File: src/rtl/alu_rr_scheduler_pkg.sv
// Shared definitions for the round-robin ALU scheduler: opcodes and FSM states.
// Optional feature macro used by the scheduler: ALU_STICKY_CARRY_EN.
package alu_sched_pkg;

    localparam logic [1:0] OP_ADD = 2'b00;
    localparam logic [1:0] OP_SUB = 2'b01;
    localparam logic [1:0] OP_AND = 2'b10;
    localparam logic [1:0] OP_OR  = 2'b11;

    typedef enum logic [1:0] {
        S_IDLE = 2'd0,
        S_EXEC = 2'd1,
        S_RESP = 2'd2
    } state_t;

endpackage

File: src/rtl/alu_rr_scheduler_if.sv
// Request/response bus between NREQ requesters, one response consumer and the scheduler.
// Handshake: a transfer happens in a cycle where valid and ready are both high.
// On the request side, a requester holds a/b/sel stable while valid is high and it is not granted.
// On the response side, rsp_* stay stable from rsp_valid rising until the cycle where rsp_ready is also high.
interface alu_rr_scheduler_if #(
    parameter int NREQ = 2,
    parameter int ID_W = $clog2(NREQ)
);
    logic [NREQ-1:0]   req_valid;
    logic [NREQ-1:0]   req_ready;
    logic [4*NREQ-1:0] req_a;
    logic [4*NREQ-1:0] req_b;
    logic [2*NREQ-1:0] req_sel;
    logic              rsp_valid;
    logic              rsp_ready;
    logic [ID_W-1:0]   rsp_id;
    logic [3:0]        rsp_y;
    logic              rsp_k;
    logic              rsp_n;
    logic              rsp_c;

    // Scheduler side
    modport slave (
        input  req_valid, req_a, req_b, req_sel, rsp_ready,
        output req_ready, rsp_valid, rsp_id, rsp_y, rsp_k, rsp_n, rsp_c
    );

    // Requester / consumer side
    modport master (
        output req_valid, req_a, req_b, req_sel, rsp_ready,
        input  req_ready, rsp_valid, rsp_id, rsp_y, rsp_k, rsp_n, rsp_c
    );
endinterface

File: src/rtl/alu_rr_scheduler_alu.sv
// The shared 4-bit ALU: add/sub/and/or with zero, negative and carry/borrow flags.
// Carry is bit 4 of the 5-bit result, so a subtraction that borrows reports c=1.
module alu
    import alu_sched_pkg::*;
(
    input  logic [3:0] a_i,
    input  logic [3:0] b_i,
    input  logic [1:0] sel_i,
    output logic [3:0] y_o,
    output logic       k_o,
    output logic       n_o,
    output logic       c_o
);

    logic [4:0] res;

    // 5-bit result; logical ops never produce a carry
    always_comb begin
        res = '0;
        case (sel_i)
            OP_ADD:  res = {1'b0, a_i} + {1'b0, b_i};
            OP_SUB:  res = {1'b0, a_i} - {1'b0, b_i};
            OP_AND:  res = {1'b0, a_i & b_i};
            default: res = {1'b0, a_i | b_i};
        endcase
    end

    assign y_o = res[3:0];
    assign k_o = (res[3:0] == 4'd0);
    assign n_o = res[3];
    assign c_o = res[4];

endmodule

File: src/rtl/alu_rr_scheduler_arb.sv
// Purely combinational round-robin arbiter: the search starts one past the
// last granted index and wraps modulo NREQ; the first valid requester wins.
module rr_arbiter #(
    parameter int NREQ = 2,
    parameter int ID_W = $clog2(NREQ)
) (
    input  logic [NREQ-1:0] req_i,
    input  logic [ID_W-1:0] last_grant_i,
    output logic [NREQ-1:0] grant_o,
    output logic [ID_W-1:0] grant_idx_o,
    output logic            grant_any_o
);

    // Walk offsets 1..NREQ from the last grant; first hit is the winner
    always_comb begin
        grant_o     = '0;
        grant_idx_o = '0;
        grant_any_o = 1'b0;
        for (int k = 1; k <= NREQ; k++) begin
            for (int i = 0; i < NREQ; i++) begin
                if (!grant_any_o && (i == (int'(last_grant_i) + k) % NREQ) && req_i[i]) begin
                    grant_any_o = 1'b1;
                    grant_o[i]  = 1'b1;
                    grant_idx_o = ID_W'(i);
                end
            end
        end
    end

endmodule

File: src/rtl/alu_rr_scheduler.sv
// Shares one ALU between NREQ requesters with round-robin arbitration.
// Each operation walks IDLE -> EXEC -> RESP -> IDLE, so at least 3 cycles per op and no overlap.
// Optional macro ALU_STICKY_CARRY_EN adds per-requester sticky carry bits (sticky_clr in, sticky_c out).
module alu_rr_scheduler
    import alu_sched_pkg::*;
#(
    parameter int NREQ = 2,
    parameter int ID_W = $clog2(NREQ)
) (
    input  logic                clk,
    input  logic                rst_n,
    alu_rr_scheduler_if.slave   bus,
    output state_t              dbg_state_o
`ifdef ALU_STICKY_CARRY_EN
    ,
    input  logic [NREQ-1:0]     sticky_clr,
    output logic [NREQ-1:0]     sticky_c
`endif
);

    state_t          state_q, state_d;
    logic [ID_W-1:0] last_grant_q;
    logic [ID_W-1:0] id_q;
    logic [3:0]      a_q, b_q;
    logic [1:0]      sel_q;

    logic [ID_W-1:0] rsp_id_q;
    logic [3:0]      rsp_y_q;
    logic            rsp_k_q, rsp_n_q, rsp_c_q;

    logic [NREQ-1:0] grant;
    logic [ID_W-1:0] grant_idx;
    logic            grant_any;
    logic            accept;
    logic            load_rsp;

    logic [3:0]      a_mux, b_mux;
    logic [1:0]      sel_mux;

    logic [3:0]      alu_y;
    logic            alu_k, alu_n, alu_c;

    rr_arbiter #(.NREQ(NREQ), .ID_W(ID_W)) u_arb (
        .req_i        (bus.req_valid),
        .last_grant_i (last_grant_q),
        .grant_o      (grant),
        .grant_idx_o  (grant_idx),
        .grant_any_o  (grant_any)
    );

    // Select the granted requester's operands for capture
    always_comb begin
        a_mux   = '0;
        b_mux   = '0;
        sel_mux = '0;
        for (int i = 0; i < NREQ; i++) begin
            if (grant[i]) begin
                a_mux   = bus.req_a[4*i +: 4];
                b_mux   = bus.req_b[4*i +: 4];
                sel_mux = bus.req_sel[2*i +: 2];
            end
        end
    end

    alu u_alu (
        .a_i   (a_q),
        .b_i   (b_q),
        .sel_i (sel_q),
        .y_o   (alu_y),
        .k_o   (alu_k),
        .n_o   (alu_n),
        .c_o   (alu_c)
    );

    // Next-state and handshake outputs; ready only offered while idle
    always_comb begin
        state_d       = state_q;
        bus.req_ready = '0;
        accept        = 1'b0;
        load_rsp      = 1'b0;
        case (state_q)
            S_IDLE: begin
                bus.req_ready = grant;
                if (grant_any) begin
                    accept  = 1'b1;
                    state_d = S_EXEC;
                end
            end
            S_EXEC: begin
                load_rsp = 1'b1;
                state_d  = S_RESP;
            end
            S_RESP: begin
                if (bus.rsp_ready) begin
                    state_d = S_IDLE;
                end
            end
            default: state_d = S_IDLE;
        endcase
    end

    // State register
    always_ff @(posedge clk or negedge rst_n) begin
        if (!rst_n) begin
            state_q <= S_IDLE;
        end else begin
            state_q <= state_d;
        end
    end

    // Capture the accepted request and move the round-robin pointer
    always_ff @(posedge clk or negedge rst_n) begin
        if (!rst_n) begin
            last_grant_q <= ID_W'(NREQ - 1);
            id_q         <= '0;
            a_q          <= '0;
            b_q          <= '0;
            sel_q        <= '0;
        end else if (accept) begin
            last_grant_q <= grant_idx;
            id_q         <= grant_idx;
            a_q          <= a_mux;
            b_q          <= b_mux;
            sel_q        <= sel_mux;
        end
    end

    // Response registers, loaded once in EXEC and held through RESP
    always_ff @(posedge clk or negedge rst_n) begin
        if (!rst_n) begin
            rsp_id_q <= '0;
            rsp_y_q  <= '0;
            rsp_k_q  <= 1'b0;
            rsp_n_q  <= 1'b0;
            rsp_c_q  <= 1'b0;
        end else if (load_rsp) begin
            rsp_id_q <= id_q;
            rsp_y_q  <= alu_y;
            rsp_k_q  <= alu_k;
            rsp_n_q  <= alu_n;
            rsp_c_q  <= alu_c;
        end
    end

    assign bus.rsp_valid = (state_q == S_RESP);
    assign bus.rsp_id    = rsp_id_q;
    assign bus.rsp_y     = rsp_y_q;
    assign bus.rsp_k     = rsp_k_q;
    assign bus.rsp_n     = rsp_n_q;
    assign bus.rsp_c     = rsp_c_q;
    assign dbg_state_o   = state_q;

`ifdef ALU_STICKY_CARRY_EN
    logic [NREQ-1:0] sticky_q, sticky_d, sticky_set;

    // A carry in EXEC sets the owner's bit; set beats a simultaneous clear
    always_comb begin
        sticky_set = '0;
        for (int i = 0; i < NREQ; i++) begin
            if (load_rsp && alu_c && (id_q == ID_W'(i))) begin
                sticky_set[i] = 1'b1;
            end
        end
        sticky_d = (sticky_q & ~sticky_clr) | sticky_set;
    end

    // Sticky carry register
    always_ff @(posedge clk or negedge rst_n) begin
        if (!rst_n) begin
            sticky_q <= '0;
        end else begin
            sticky_q <= sticky_d;
        end
    end

    assign sticky_c = sticky_q;
`endif

endmodule

File: src/flat_wrapper.sv
// flat-port wrapper written by rule: the top's interface ports become plain ports
module alu_rr_scheduler_flat import alu_sched_pkg::*;
#(
    parameter int NREQ = 2,
    parameter int ID_W = $clog2(NREQ)
)
  (clk, rst_n, dbg_state_o, bus_req_valid, bus_req_a, bus_req_b, bus_req_sel, bus_rsp_ready, bus_req_ready, bus_rsp_valid, bus_rsp_id, bus_rsp_y, bus_rsp_k, bus_rsp_n, bus_rsp_c);
  alu_rr_scheduler_if #(.NREQ(NREQ), .ID_W(ID_W)) bus_i ();
  input  logic clk;
  input  logic rst_n;
  output state_t dbg_state_o;
  input wire logic [$bits(bus_i.req_valid)-1:0] bus_req_valid;
  input wire logic [$bits(bus_i.req_a)-1:0] bus_req_a;
  input wire logic [$bits(bus_i.req_b)-1:0] bus_req_b;
  input wire logic [$bits(bus_i.req_sel)-1:0] bus_req_sel;
  input wire logic [$bits(bus_i.rsp_ready)-1:0] bus_rsp_ready;
  output wire logic [$bits(bus_i.req_ready)-1:0] bus_req_ready;
  output wire logic [$bits(bus_i.rsp_valid)-1:0] bus_rsp_valid;
  output wire logic [$bits(bus_i.rsp_id)-1:0] bus_rsp_id;
  output wire logic [$bits(bus_i.rsp_y)-1:0] bus_rsp_y;
  output wire logic [$bits(bus_i.rsp_k)-1:0] bus_rsp_k;
  output wire logic [$bits(bus_i.rsp_n)-1:0] bus_rsp_n;
  output wire logic [$bits(bus_i.rsp_c)-1:0] bus_rsp_c;
  assign bus_i.req_valid = bus_req_valid;
  assign bus_i.req_a = bus_req_a;
  assign bus_i.req_b = bus_req_b;
  assign bus_i.req_sel = bus_req_sel;
  assign bus_i.rsp_ready = bus_rsp_ready;
  assign bus_req_ready = bus_i.req_ready;
  assign bus_rsp_valid = bus_i.rsp_valid;
  assign bus_rsp_id = bus_i.rsp_id;
  assign bus_rsp_y = bus_i.rsp_y;
  assign bus_rsp_k = bus_i.rsp_k;
  assign bus_rsp_n = bus_i.rsp_n;
  assign bus_rsp_c = bus_i.rsp_c;
  alu_rr_scheduler #(.NREQ(NREQ), .ID_W(ID_W)) u_core (.clk(clk), .rst_n(rst_n), .bus(bus_i), .dbg_state_o(dbg_state_o));
endmodule
File: config.mk
export PLATFORM = sky130hd
export DESIGN_NAME = alu_rr_scheduler_flat
export DESIGN_NICKNAME = d
export VERILOG_FILES = /design/src/rtl/alu_rr_scheduler_pkg.sv /design/src/rtl/alu_rr_scheduler_if.sv /design/src/rtl/alu_rr_scheduler_alu.sv /design/src/rtl/alu_rr_scheduler_arb.sv /design/src/rtl/alu_rr_scheduler.sv /design/src/flat_wrapper.sv
export SDC_FILE = /design/constraint.sdc
export NUM_CORES = 1
export LEC_CHECK = 0
export BUFFER_PORTS_ARGS = -buffer_cell sky130_fd_sc_hd__buf_2
export CAP_MARGIN = 0
export CORE_MARGIN = 2
export CORE_UTILIZATION = 30
export CTS_CLUSTER_DIAMETER = 40
export DETAILED_ROUTE_END_ITERATION = 10
export HOLD_SLACK_MARGIN = 0.1
export PLACE_DENSITY = 0.51
export SLEW_MARGIN = 10
export SYNTH_ARGS = -nofsm -noshare
export SYNTH_HDL_FRONTEND = slang
export SYNTH_SLANG_ARGS = --single-unit
File: constraint.sdc
create_clock -name clk -period 2.55 [get_ports clk]
set_input_delay 0.1275 -clock clk [delete_from_list [all_inputs] [get_ports clk]]
set_output_delay 0.1275 -clock clk [all_outputs]
set_load 0.005 [all_outputs]
==> metrics.cfg <==
[status]
status=finished, final reports clean

[routing]
drt_iter0_drc=56
totalWireLength_um=2830
drc=0
route.vias.total=1058
drt-pass1-iter-count=4
vias_per_cell=4.83
wire_per_inst_um=12.9
antenna_left=0

[min_path]
holdCritPathClass=primary input to flip-flop

[timing]
final_max_slew_viol_count=0
slew_headroom=0.677
fin_crit_ns=2.19
fin_setup_tns_ns=0
min_period_over_period=0.861
rsz0062_at_grt=no
worst_pin_slew_ns=0.484
clock_skew_ns=0.00334
setup_viol=0
hold_viol=0
timing.fmax_mhz=456

[yosys]
syn_inst=118
synth_seq_area_share=0.437
syn_avg_cell_area_um2=10.2
synth_area_leader_cell=dfrtp_1
synth_area_leaders=dfrtp_1 (42%), a222oi_1 (8.3%), ha_1 (7.3%), inv_1 (5.3%), a21oi_1 (2.9%)
yosys_warnings=0
synth.distinct_cells=32
synth_nets=151
ys_ff_latch=21
synth_top_area_share=0.415
synthesis.area_mm2=0.00120

[setup_path]
cp_max_fo=8
reg2reg_slack_ns=0.36
crit_type=flip-flop to flip-flop
r2r_end=u_core.bus.rsp_y[3]$_DFFE_PN0N_
ff2ff_path_depth=8
cp-endpoint=u_core.bus.rsp_y[3]$_DFFE_PN0N_
r2r_start=u_core.sel_q[0]$_DFFE_PN0P_
arrival_ns=2.34
startpoint=u_core.sel_q[0]$_DFFE_PN0P_
start_kind=flip-flop
end_kind=flip-flop
required_ns=2.70

[floorplan]
start_util=0.306
io-pin-count=38
dieArea_mm2=0.00454
row_count=23
die_y_um=67.4
fp.coreArea_mm2=0.00394
die_w_um=67.4

[global_route]
met3_usage=0.0367
antenna_found_initial=0
busiest_layer=met2
grt_pass1_vias=1074
grt_start_max_net_pins=22
grt_pass1_wl_um=4650
met1_usage=0.154
gr-total-overflow=0
use_met2=0.254
track_usage=0.136

[clock_network]
path_clk_slew_ns=0.07
cts_tree=done
cts_setup_buffers=0
numClockSinks=21
cts_hold_buf=13
cts_root_buf=clkbuf_8
max-clock-path-buffers=2
cts_resized=0
cts_buffers=3
clk_latency_ns=0.26
h-tree-depth=1

[place]
placed_cells=202
place_congestion=0.817
port_buffers=37
dp_hpwl_um=2090

[layout]
final_cells=219
num_antenna_cells=0
fin_util=0.408
final_nets=203
final_common_cell=buf_2
mostFrequentLayoutCells=buf_2 (37), dfrtp_1 (20), inv_1 (17)
drive_above_1_share=0.308
synthToLayoutAreaGrowth_pct=33.5

[power]
ir_drop_uv=508
p_leak_nw=0.837
pwr_density_cell_mw_per_mm2=1380

[job]
cap_violations=0

==> sequential cells by signal, indices dropped and copies added, names as in the netlist <==
signal	flops
u_core.a_q	4
u_core.bus.rsp_id	1
u_core.sel_q	2
u_core.bus.rsp_k	1
u_core.bus.rsp_y	4
u_core.b_q	4
u_core.id_q	1
u_core.bus.rsp_c	1
u_core.dbg_state_o	2
u_core.last_grant_q	1
==> per-stage QoR <==
stage | power [mW] | worst slack, ns | cell area (um2) | hold WS, ns
2_1_floorplan | 1.65 | 0.469 | 1200 | -0.168
3_3_place_gp | 1.92 | 0.418 | 1430 | 0.115
3_5_place_dp | 1.97 | 0.360 | 1430 | 0.115
4_1_cts | 2.26 | 0.352 | 1610 | 0.100
5_1_grt | 2.44 | 0.203 | 1610 | 0.100
6_report | 2.23 | 0.356 | 1610 | 0.102
==> cell families after synthesis <==
logic type / after synthesis / synth area share
AOI/OAI and AO/OA: 30 / 0.189
xor gates and xnor gates: 4 / 0.0291
adders and majority gates: 10 / 0.107
buffers and inverters: 24 / 0.0935
DFF: 21 / 0.437
muxes: 5 / 0.0436
and+or+nand+nor: 24 / 0.101
==> power by group <==
group / internal, mW / switching (mW)
Clock: 0.111 / 0.105
Combinational: 0.667 / 0.682
Sequential: 0.504 / 0.158
Total: 1.28 / 0.945
==> worst max-delay path, stage by stage, from the launching register on <==
cell and delay, ns:
dfrtp_1 0.47, and2b_2 0.26, nor2_1 0.13, xnor2_1 0.13, ha_1 0.30, nor4b_1 0.18, a311oi_2 0.19, nand3_1 0.14
mux2_2 0.27
==> how the worst min path moves through the flow <==
stage	startpoint	end	slack, ns	depth (start not counted)
2_1_floorplan	rst_n	u_core.a_q[0]$_DFFE_PN0P_	-0.17	0
5_1_grt	bus_req_a[3]	u_core.a_q[3]$_DFFE_PN0P_	0.10	3
3_5_place_dp	rst_n	u_core.bus.rsp_k$_DFFE_PN0N_	0.11	1
4_1_cts	bus_req_a[4]	u_core.a_q[0]$_DFFE_PN0P_	0.10	3
6_report	bus_req_a[4]	u_core.a_q[0]$_DFFE_PN0P_	0.10	3
3_3_place_gp	rst_n	u_core.dbg_state_o[1]$_DFFE_PN0P_	0.12	1
==> Yosys cell counts <==
| cell type | n |
|---|---|
| mux2i_1 | 3 |
| a21oi_1 | 7 |
| buf_6 | 2 |
| inv_1 | 17 |
| mux2_2 | 2 |
| xor2_1 | 1 |
| nor2_2 | 1 |
| dfrtp_1 | 20 |
| o21ai_0 | 7 |
| nor3_1 | 1 |
| buf_4 | 1 |
| nand3_1 | 2 |
| nand2_1 | 8 |
| nor4b_1 | 1 |
| nor2_1 | 6 |
| and2b_2 | 1 |
| nand2b_1 | 2 |
| clkbuf_1 | 1 |
| o31ai_2 | 1 |
| nor3b_1 | 1 |
| a222oi_1 | 10 |
| ha_1 | 7 |
| xnor2_1 | 3 |
| maj3_2 | 1 |
| or4b_1 | 1 |
| buf_2 | 3 |
| dfstp_2 | 1 |
| maj3_1 | 1 |
| o31ai_1 | 1 |
| a311oi_2 | 1 |
| fa_1 | 1 |
| a21o_1 | 3 |
==> per-layer routing <==
metal	routed length [um]	vias up
met5	0	-
met4	15	0
met3	189	2
met2	1370	40
met1	1250	492
li1	-	524
==> final cells by class <==
cell class	count	area [um2]
inverters	17	63.8
repair buffers	54	345
fillers	386	2330
multi-input cells	73	566
clock buffers	4	45.0
well taps	50	62.6
flip-flops and latches	21	527
No activity file was read; power rests on OpenSTA's default activity.
